==> src/rtl/ssd_scan_decoder_if.sv <==
// ssd_scan_decoder_if: scan inputs and decoded frame outputs of the scan decoder
interface ssd_scan_decoder_if;
  logic [3:0] anodes;
  logic [6:0] cathodes;
  logic [3:0] digit3;
  logic [3:0] digit2;
  logic [3:0] digit1;
  logic [3:0] digit0;
  logic frame_valid;
  logic seg_error;
  logic stale;
  modport master (
    output anodes, cathodes,
    input  digit3, digit2, digit1, digit0, frame_valid, seg_error, stale
  );
  modport slave (
    input  anodes, cathodes,
    output digit3, digit2, digit1, digit0, frame_valid, seg_error, stale
  );
endinterface

==> src/rtl/ssd_scan_decoder.sv <==
// ssd_scan_decoder: decodes a multiplexed seven-segment scan back into four-digit frames
module ssd_scan_decoder #(
  parameter int SETTLE = 4,
  parameter int TIMEOUT = 1048576
) (
  input logic clk_100M,
  input logic reset,
  ssd_scan_decoder_if.slave io_bus
);
  localparam int CW = $clog2(SETTLE + 1);
  localparam int TW = $clog2(TIMEOUT);
  localparam logic [CW-1:0] C_MAX = CW'(SETTLE);
  localparam logic [CW-1:0] C_CAP = CW'(SETTLE - 1);
  localparam logic [TW-1:0] T_MAX = TW'(TIMEOUT - 1);
  localparam logic [TW-1:0] T_PRE = TW'(TIMEOUT - 2);
  logic [3:0] r_prev_an;
  logic [6:0] r_prev_seg;
  logic [CW-1:0] r_cnt;
  logic [TW-1:0] r_tcnt;
  logic [3:0] r_seen;
  logic [3:0] r_w [4];
  logic [3:0] r_dig [4];
  logic r_fv;
  logic r_err;
  logic r_stale;
  logic [3:0] w_code;
  logic [3:0] w_sel;
  logic [1:0] w_idx;
  logic w_legal;
  logic w_same;
  logic w_cap;
  logic w_done;
  // segment pattern to digit code; unknown patterns map to E
  always_comb begin
    case (io_bus.cathodes)
      7'b0000001: w_code = 4'h0;
      7'b1001111: w_code = 4'h1;
      7'b0010010: w_code = 4'h2;
      7'b0000110: w_code = 4'h3;
      7'b1001100: w_code = 4'h4;
      7'b0100100: w_code = 4'h5;
      7'b0100000: w_code = 4'h6;
      7'b0001111: w_code = 4'h7;
      7'b0000000: w_code = 4'h8;
      7'b0000100: w_code = 4'h9;
      7'b1111110: w_code = 4'hA;
      7'b1111111: w_code = 4'hF;
      default:    w_code = 4'hE;
    endcase
  end
  assign w_legal = io_bus.anodes inside {4'b0111, 4'b1011, 4'b1101, 4'b1110};
  assign w_same  = io_bus.anodes == r_prev_an && io_bus.cathodes == r_prev_seg;
  assign w_cap   = w_same && w_legal && r_cnt == C_CAP;
  assign w_sel   = ~io_bus.anodes;
  assign w_idx   = io_bus.anodes == 4'b0111 ? 2'd3 :
                   io_bus.anodes == 4'b1011 ? 2'd2 :
                   io_bus.anodes == 4'b1101 ? 2'd1 : 2'd0;
  assign w_done  = (r_seen | w_sel) == 4'hF;
  // settle filter, digit capture, frame publish and staleness timer
  always_ff @(posedge clk_100M) begin
    if (reset) begin
      r_prev_an  <= 4'b1111;
      r_prev_seg <= 7'h7F;
      r_cnt      <= '0;
      r_tcnt     <= '0;
      r_seen     <= '0;
      r_w        <= '{default: 4'hF};
      r_dig      <= '{default: 4'hF};
      r_fv       <= 1'b0;
      r_err      <= 1'b0;
      r_stale    <= 1'b0;
    end else begin
      r_prev_an  <= io_bus.anodes;
      r_prev_seg <= io_bus.cathodes;
      r_cnt      <= (w_same && w_legal) ? (r_cnt == C_MAX ? C_MAX : r_cnt + 1'b1) : '0;
      r_fv       <= w_cap && w_done;
      if (w_cap) begin
        r_w[w_idx] <= w_code;
        r_seen     <= w_done ? 4'h0 : r_seen | w_sel;
        r_err      <= r_err || w_code == 4'hE;
      end
      if (w_cap && w_done) begin
        r_dig        <= r_w;
        r_dig[w_idx] <= w_code;
        r_tcnt       <= '0;
        r_stale      <= 1'b0;
      end else begin
        r_tcnt  <= r_tcnt == T_MAX ? T_MAX : r_tcnt + 1'b1;
        r_stale <= r_stale || r_tcnt >= T_PRE;
      end
    end
  end
  assign io_bus.digit3      = r_dig[3];
  assign io_bus.digit2      = r_dig[2];
  assign io_bus.digit1      = r_dig[1];
  assign io_bus.digit0      = r_dig[0];
  assign io_bus.frame_valid = r_fv;
  assign io_bus.seg_error   = r_err;
  assign io_bus.stale       = r_stale;
endmodule

==> src/flat_wrapper.sv <==
// flat-port wrapper written by rule: the top's interface ports become plain ports
module ssd_scan_decoder_flat 
#(
  parameter int SETTLE = 4,
  parameter int TIMEOUT = 1048576
)
  (clk_100M, reset, io_bus_anodes, io_bus_cathodes, io_bus_digit3, io_bus_digit2, io_bus_digit1, io_bus_digit0, io_bus_frame_valid, io_bus_seg_error, io_bus_stale);
  ssd_scan_decoder_if io_bus_i ();
  input logic clk_100M;
  input logic reset;
  input wire logic [$bits(io_bus_i.anodes)-1:0] io_bus_anodes;
  input wire logic [$bits(io_bus_i.cathodes)-1:0] io_bus_cathodes;
  output wire logic [$bits(io_bus_i.digit3)-1:0] io_bus_digit3;
  output wire logic [$bits(io_bus_i.digit2)-1:0] io_bus_digit2;
  output wire logic [$bits(io_bus_i.digit1)-1:0] io_bus_digit1;
  output wire logic [$bits(io_bus_i.digit0)-1:0] io_bus_digit0;
  output wire logic [$bits(io_bus_i.frame_valid)-1:0] io_bus_frame_valid;
  output wire logic [$bits(io_bus_i.seg_error)-1:0] io_bus_seg_error;
  output wire logic [$bits(io_bus_i.stale)-1:0] io_bus_stale;
  assign io_bus_i.anodes = io_bus_anodes;
  assign io_bus_i.cathodes = io_bus_cathodes;
  assign io_bus_digit3 = io_bus_i.digit3;
  assign io_bus_digit2 = io_bus_i.digit2;
  assign io_bus_digit1 = io_bus_i.digit1;
  assign io_bus_digit0 = io_bus_i.digit0;
  assign io_bus_frame_valid = io_bus_i.frame_valid;
  assign io_bus_seg_error = io_bus_i.seg_error;
  assign io_bus_stale = io_bus_i.stale;
  ssd_scan_decoder #(.SETTLE(SETTLE), .TIMEOUT(TIMEOUT)) u_core (.clk_100M(clk_100M), .reset(reset), .io_bus(io_bus_i));
endmodule
==> config.mk <==
export PLATFORM = sky130hd
export DESIGN_NAME = ssd_scan_decoder_flat
export DESIGN_NICKNAME = d
export VERILOG_FILES = /design/src/rtl/ssd_scan_decoder_if.sv /design/src/rtl/ssd_scan_decoder.sv /design/src/flat_wrapper.sv
export SDC_FILE = /design/constraint.sdc
export NUM_CORES = 1
export LEC_CHECK = 0
export ABC_CLOCK_PERIOD_IN_PS = 3760
export CORE_UTILIZATION = 45
export CTS_CLUSTER_SIZE = 10
export DETAILED_ROUTE_END_ITERATION = 6
export HOLD_SLACK_MARGIN = 0.12
export PLACE_DENSITY_LB_ADDON = 0.08
export SLEW_MARGIN = 20
export SYNTH_ARGS = -nofsm -noshare
export SYNTH_HDL_FRONTEND = slang
export SYNTH_SLANG_ARGS = --single-unit
==> constraint.sdc <==
create_clock -name clk_100M -period 3.76 [get_ports clk_100M]
set_clock_uncertainty 0.2 [all_clocks]
set_input_delay 1.128 -clock clk_100M [delete_from_list [all_inputs] [get_ports clk_100M]]
set_output_delay 1.128 -clock clk_100M [all_outputs]
set_load 0.05 [all_outputs]
# Word-level counts from Yosys, hierarchy flattened
# Cells that the tools add are included.
op_classes:
  mux: 10
  reduce_logical: 12
  n_lt_le_gt_ge: 3
  bitwise_logic: 4
  eq_ne: 22
  n_addsub: 2
ops:
  columns: ["cell", "n"]
  rows:
  - ["$pmux 4 s12", 1]
  - ["$eq 7x7->1 const B", 4]
  - ["$add 20x1->20 const B", 1]
  - ["$eq 20x20->1 const B", 1]
  - ["$eq 4x4->1 const B", 5]
  - ["$ge 20x20->1 const B", 1]
  - ["$mux 20", 1]
  - ["$bwmux 16", 1]
  - ["$eq 7x3->1 const B", 2]
  - ["$eq 7x6->1 const B", 2]
  - ["$demux 4 s2", 1]
  - ["$mux 4", 2]
  - ["$eq 7x1->1 const B", 1]
  - ["$eq 7x4->1 const B", 1]
  - ["$eq 7x5->1 const B", 1]
  - ["$eq 7x7->1", 1]
  - ["$logic_not 7->1", 1]
  - ["$logic_and 1x1->1", 5]
  - ["$eq 4x3->1 const B", 1]
  - ["$eq 4x4->1", 1]
  - ["$mux 2", 2]
  - ["$not 4->4", 1]
  - ["$or 4x4->4", 1]
  - ["$reduce_bool 4->1", 1]
  - ["other kinds (12)", 14]
totals:
  elab_cells: 70
  reg_bits: 73
  out_inout_bits: 19
  inputBits: 13

# Depth between registers and ports, before layout
depth:
  word_depth: 10
  mapped_depth: 8
  mapped_depth_nobuf: 6

# Least setup slack after synthesis
# Ideal clock, no wire load.
synth_path:
  path_kind: "input port to flip-flop"
  from: "input io_bus_anodes[1]"
  to: "register u_core.r_w[6] in the netlist's numbering"
  setup_time_ns: 0.120
  t_required_ns: 3.440
  path_buffers: 2
  setup_slack_ns: 0.556
  path_stages: 7
  arrival_time_ns: 2.885
  path_cell_list: "buf_2 -> nand4b_1 -> o211a_1 -> or4_1 -> buf_2 -> or2_1 -> a211o_1"
synth_between:
  elab_chain_len: 10
  elab_cells_between_ends: 19
  cone_classes: "order compare (2); eq/ne (5); mux (6); bitwise (1); reduce/logical (5)"
synth_rtl:
  columns: ["element", "line_no", "rtl"]
  rows:
  - ["start: declaration", "flat_wrapper.sv:11", "input wire logic [$bits(io_bus_i.anodes)-1:0] io_bus_anodes;"]
  - ["$eq 4x4->1", "ssd_scan_decoder.sv:51, ssd_scan_decoder.sv:57", null]
  - ["$mux 1", "ssd_scan_decoder.sv:57", "io_bus.anodes == 4'b1101 ? 2'd1 : 2'd0;"]
  - ["$mux 2", "ssd_scan_decoder.sv:56", "io_bus.anodes == 4'b1011 ? 2'd2 :"]
  - ["$mux 2", "ssd_scan_decoder.sv:55", "assign w_idx = io_bus.anodes == 4'b0111 ? 2'd3 :"]
  - ["$not 2->3 (not written as such)", "ssd_scan_decoder.sv:78", "r_w[w_idx] <= w_code;"]
  - ["$ge 3x3->1 (not written as such) / $lt 3x1->1 (equally long branches)", "ssd_scan_decoder.sv:78", null]
  - ["$logic_and 1x1->1 (not written as such)", "ssd_scan_decoder.sv:78", null]
  - ["$mux 4 (not written as such)", "ssd_scan_decoder.sv:78", null]
  - ["$demux 4 s2", "ssd_scan_decoder.sv:78", null]
  - ["$bwmux 16", "ssd_scan_decoder.sv:78", null]
  - ["end signal: indexed assignment", "ssd_scan_decoder.sv:78", null]
  - ["end: declaration", "ssd_scan_decoder.sv:21", "logic [3:0] r_w [4];"]
# Parallel ways exist; a longest one is shown, timed or not.
# A chain may end at the register's enable or synchronous reset.

# Worst setup path after layout
layout_path:
  from: "input io_bus_cathodes[1]"
  to: "register u_core.r_w[15] in the netlist's numbering"
layout_between:
  elab_chain_len: 4
  elab_cells_between_ends: 18
  cone_classes: "eq/ne (12); mux (2); reduce/logical (4)"
layout_rtl:
  columns: ["element", "line_no", "rtl"]
  rows:
  - ["start: declaration", "flat_wrapper.sv:12", "input wire logic [$bits(io_bus_i.cathodes)-1:0] io_bus_cathodes;"]
  - ["parallel branches: the longest is 4 deep, another holds $bwmux 16", null, null]
# Parallel ways; which one is timed is not known.

==> impl_metrics.tcl <==
set metrics [dict create \
    path_buf_inv 3 \
    fin_setup_tns_ns 0 \
    hold_viol 0 \
    timing.critical_path.from "io_bus_cathodes[1]" \
    via_per_inst 5.482 \
    globalplace.congestion 0.7844 \
    hold_buffers 0 \
    crit_chain "clkdlybuf4s50_1, xnor2_1, nand4_1, or4_1, buf_4, buf_12, o21ai_1, o311ai_1" \
    htree_levels 3 \
    cts_buffers 9 \
    ios 32 \
    wl_per_cell_um 14.55 \
    yosys_warnings 0 \
    vias 2823 \
    cts_setup_buffers 0 \
    synthTopCellsByArea "dfxtp_1 43%, xnor2_1 4.1%, mux2i_1 3.5%, a21oi_1 3.2%, a2bb2oi_1 2.6%" \
    syn_area_mm2 0.003393 \
    min_path_type "reg -> reg" \
    drtIter0Drc 104 \
    whs_ns 0.2474 \
    seqCellArea_mm2 0.001461 \
    final_util 0.5682 \
    cts_tree "yes" \
    dieWidth_um 88.84 \
    critPathTopFamily "buffers and inverters" \
    cp.arrival_ns 3.37 \
    outcome "completed" \
    multi_input_area_mm2 0.001770 \
    r2r_slack_ns 1.47 \
    clock_latency_ns 0.34 \
    critical_path_depth 8 \
    cp_slowest_cell "or4_1" \
    diodes 0 \
    core-area_mm2 0.007253 \
    grt_pass1_vias 2698 \
    synth_nets 386 \
    finalInstanceArea_mm2 0.004121 \
    synth_flop_cell "dfxtp_1" \
    clock_path_buffers 2 \
    grt_pass1_wl_mm 12.59 \
    reg2reg_to "u_core.r_w[15]" \
    area_growth_pct 21.46 \
    drc 0 \
    rsz0062_at_grt "no" \
    reg2reg_from "u_core.r_prev_seg[1]" \
    placed_area_mm2 0.003950 \
    final_nets 429 \
    tightest_slew_ns 0.6522 \
    mostFrequentLayoutCells "73 x dfxtp_1, 31 x clkdlybuf4s50_1, 25 x buf_4" \
    relSlewSlack 0.5647 \
    final_common_cell "dfxtp_1" \
    clock-sinks 73 \
    clkTransAtPathRegs_ns 0.07 \
    stdcell_count 515 \
    seq_area_frac_synth 0.4307 \
    min_period_ns 3.393 \
    ctsResizeCount 0 \
    cp-start-kind "input port" \
    synth_edf_count 0 \
    grt_max_degree 32 \
    syn_avg_cell_area_um2 9.221 \
    drtAntennaViolNets 0 \
    first_pass_iters 5 \
    cap_violations 0 \
    leakagePower_nw 1.572 \
    synth_top_area_frac 0.4307 \
    setup_viol 0 \
    critPathKind "in -> reg" \
    powerDensity_mw_per_mm2 351.6 \
    final-max-slew-violation-count 0 \
    clockRootBuffer "clkbuf_8" \
    peakVddDrop_mv 0.1955 \
    grt_antenna_before_repair 0 \
    critPathCapture "u_core.r_w[15]" \
    die_area_mm2 0.007892 \
    cp-end-kind "flop" \
    grt_usage 0.2117 \
    start_util 0.4678 \
    placed_cells 499 \
    min_period_over_period 0.9025 \
    wl_mm 7.494 \
    die_h_um 88.84 \
    fmax_mhz 294.7 \
    layout-drive-gt1-share 0.1442 \
    synth_top_cell_by_area "dfxtp_1" \
    path_max_fanout 15 \
    critPathRequiredTime_ns 3.74 \
    gr-total-overflow 0 \
    r2r_cells 7 \
    fillers 677 \
    syn_inst 368 \
    hpwl_mm 5.405 \
    port_buffers 31 \
    row_count 31 \
    ys_ff_latch 73 \
    slowest_delay_ns 0.57 \
    async_reset_ff_frac 0 \
    synth_cell_type_count 53 \
]
==> metrics by stage <==
stage | total power [W] | setup WS, ns
after floorplan | 0.0008872 | 0.5556
after global placement | 0.0009347 | 0.08867
after detailed placement | 0.0009362 | 0.07889
after CTS | 0.001466 | 0.4386
after global routing | 0.001518 | 0.2750
final | 0.001449 | 0.3668
==> where the power goes <==
group	internal [W]	leakage, nW	switching, W
Combinational	0.0000588	0.892	0.0000717
Sequential	0.000782	0.593	0.00000651
Clock	0.000242	0.0866	0.000289
==> worst min path at each step <==
stage	start	end	cells after the start
6_report	u_core.io_bus.digit3[3]	u_core.io_bus.digit3[3]	2
5_1_grt	u_core.io_bus.digit3[3]	u_core.io_bus.digit3[3]	2
4_1_cts	u_core.io_bus.digit3[3]	u_core.io_bus.digit3[3]	2
3_5_place_dp	u_core.io_bus.digit3[3]	u_core.io_bus.digit3[3]	2
3_3_place_gp	u_core.io_bus.digit0[3]	u_core.io_bus.digit0[3]	2
2_1_floorplan	u_core.r_seen[3]	u_core.r_seen[3]	2
==> routing by layer <==
metal | share of wire | global-route usage | vias to the layer above | wire length, um
met5 | 0 | 0 | - | 0
met4 | 0.015 | 0.08504 | 0 | 112
met3 | 0.033 | 0.04011 | 11 | 245
met2 | 0.47 | 0.3573 | 41 | 3511
met1 | 0.48 | 0.2661 | 1325 | 3624
li1 | - | - | 1446 | -
==> synth_stat cells (all sizes together) (9+ instances only) <==
cell type / number
a21oi: 22
a2bb2oi: 10
buf: 12
clkbuf: 14
dfxtp: 73
inv: 15
mux2i: 12
nand2: 20
nand4: 12
nor2: 16
nor3: 11
o21ai: 16
o311ai: 9
or2: 13
xnor2: 16
xor2: 9
==> cell families (layout without fill, tap and decap cells) <==
logic type / count (synthesis) / count (layout) / synth area share
simple gates: 111 / 111 / 0.1892
compound gates: 101 / 101 / 0.2128
flops: 73 / 73 / 0.4307
buf+inv: 41 / 89 / 0.04904
xor+xnor: 25 / 25 / 0.06453
mux: 12 / 12 / 0.03540
fa+ha+maj: 5 / 5 / 0.01844
==> sequential cells by signal, indices dropped and copies added (netlist names) <==
name	count
u_core.io_bus.stale	1
u_core.io_bus.digit2	4
u_core.r_prev_an	4
u_core.io_bus.digit1	4
u_core.io_bus.seg_error	1
u_core.r_seen	4
u_core.r_tcnt	20
u_core.io_bus.frame_valid	1
u_core.io_bus.digit0	4
u_core.r_w	16
u_core.io_bus.digit3	4
u_core.r_cnt	3
u_core.r_prev_seg	7
==> cell type report <==
cell class                 instances  area share
clock inverter                     6     0.01063
multi-input combinational        254      0.4296
timing repair buffer              58      0.1305
inverter                          15     0.01366
tap                               99     0.03005
clock buffer                      10     0.03097
sequential                        73      0.3546
==> worst register-to-register path: stages (launching register included) <==
cell and delay, ns:
dfxtp_1 0.31, xnor2_1 0.29, nand4_1 0.17, or4_1 0.57, buf_4 0.22, buf_12 0.15
o21ai_1 0.13, o311ai_1 0.11
No activity file was read; power rests on OpenSTA's default activity.
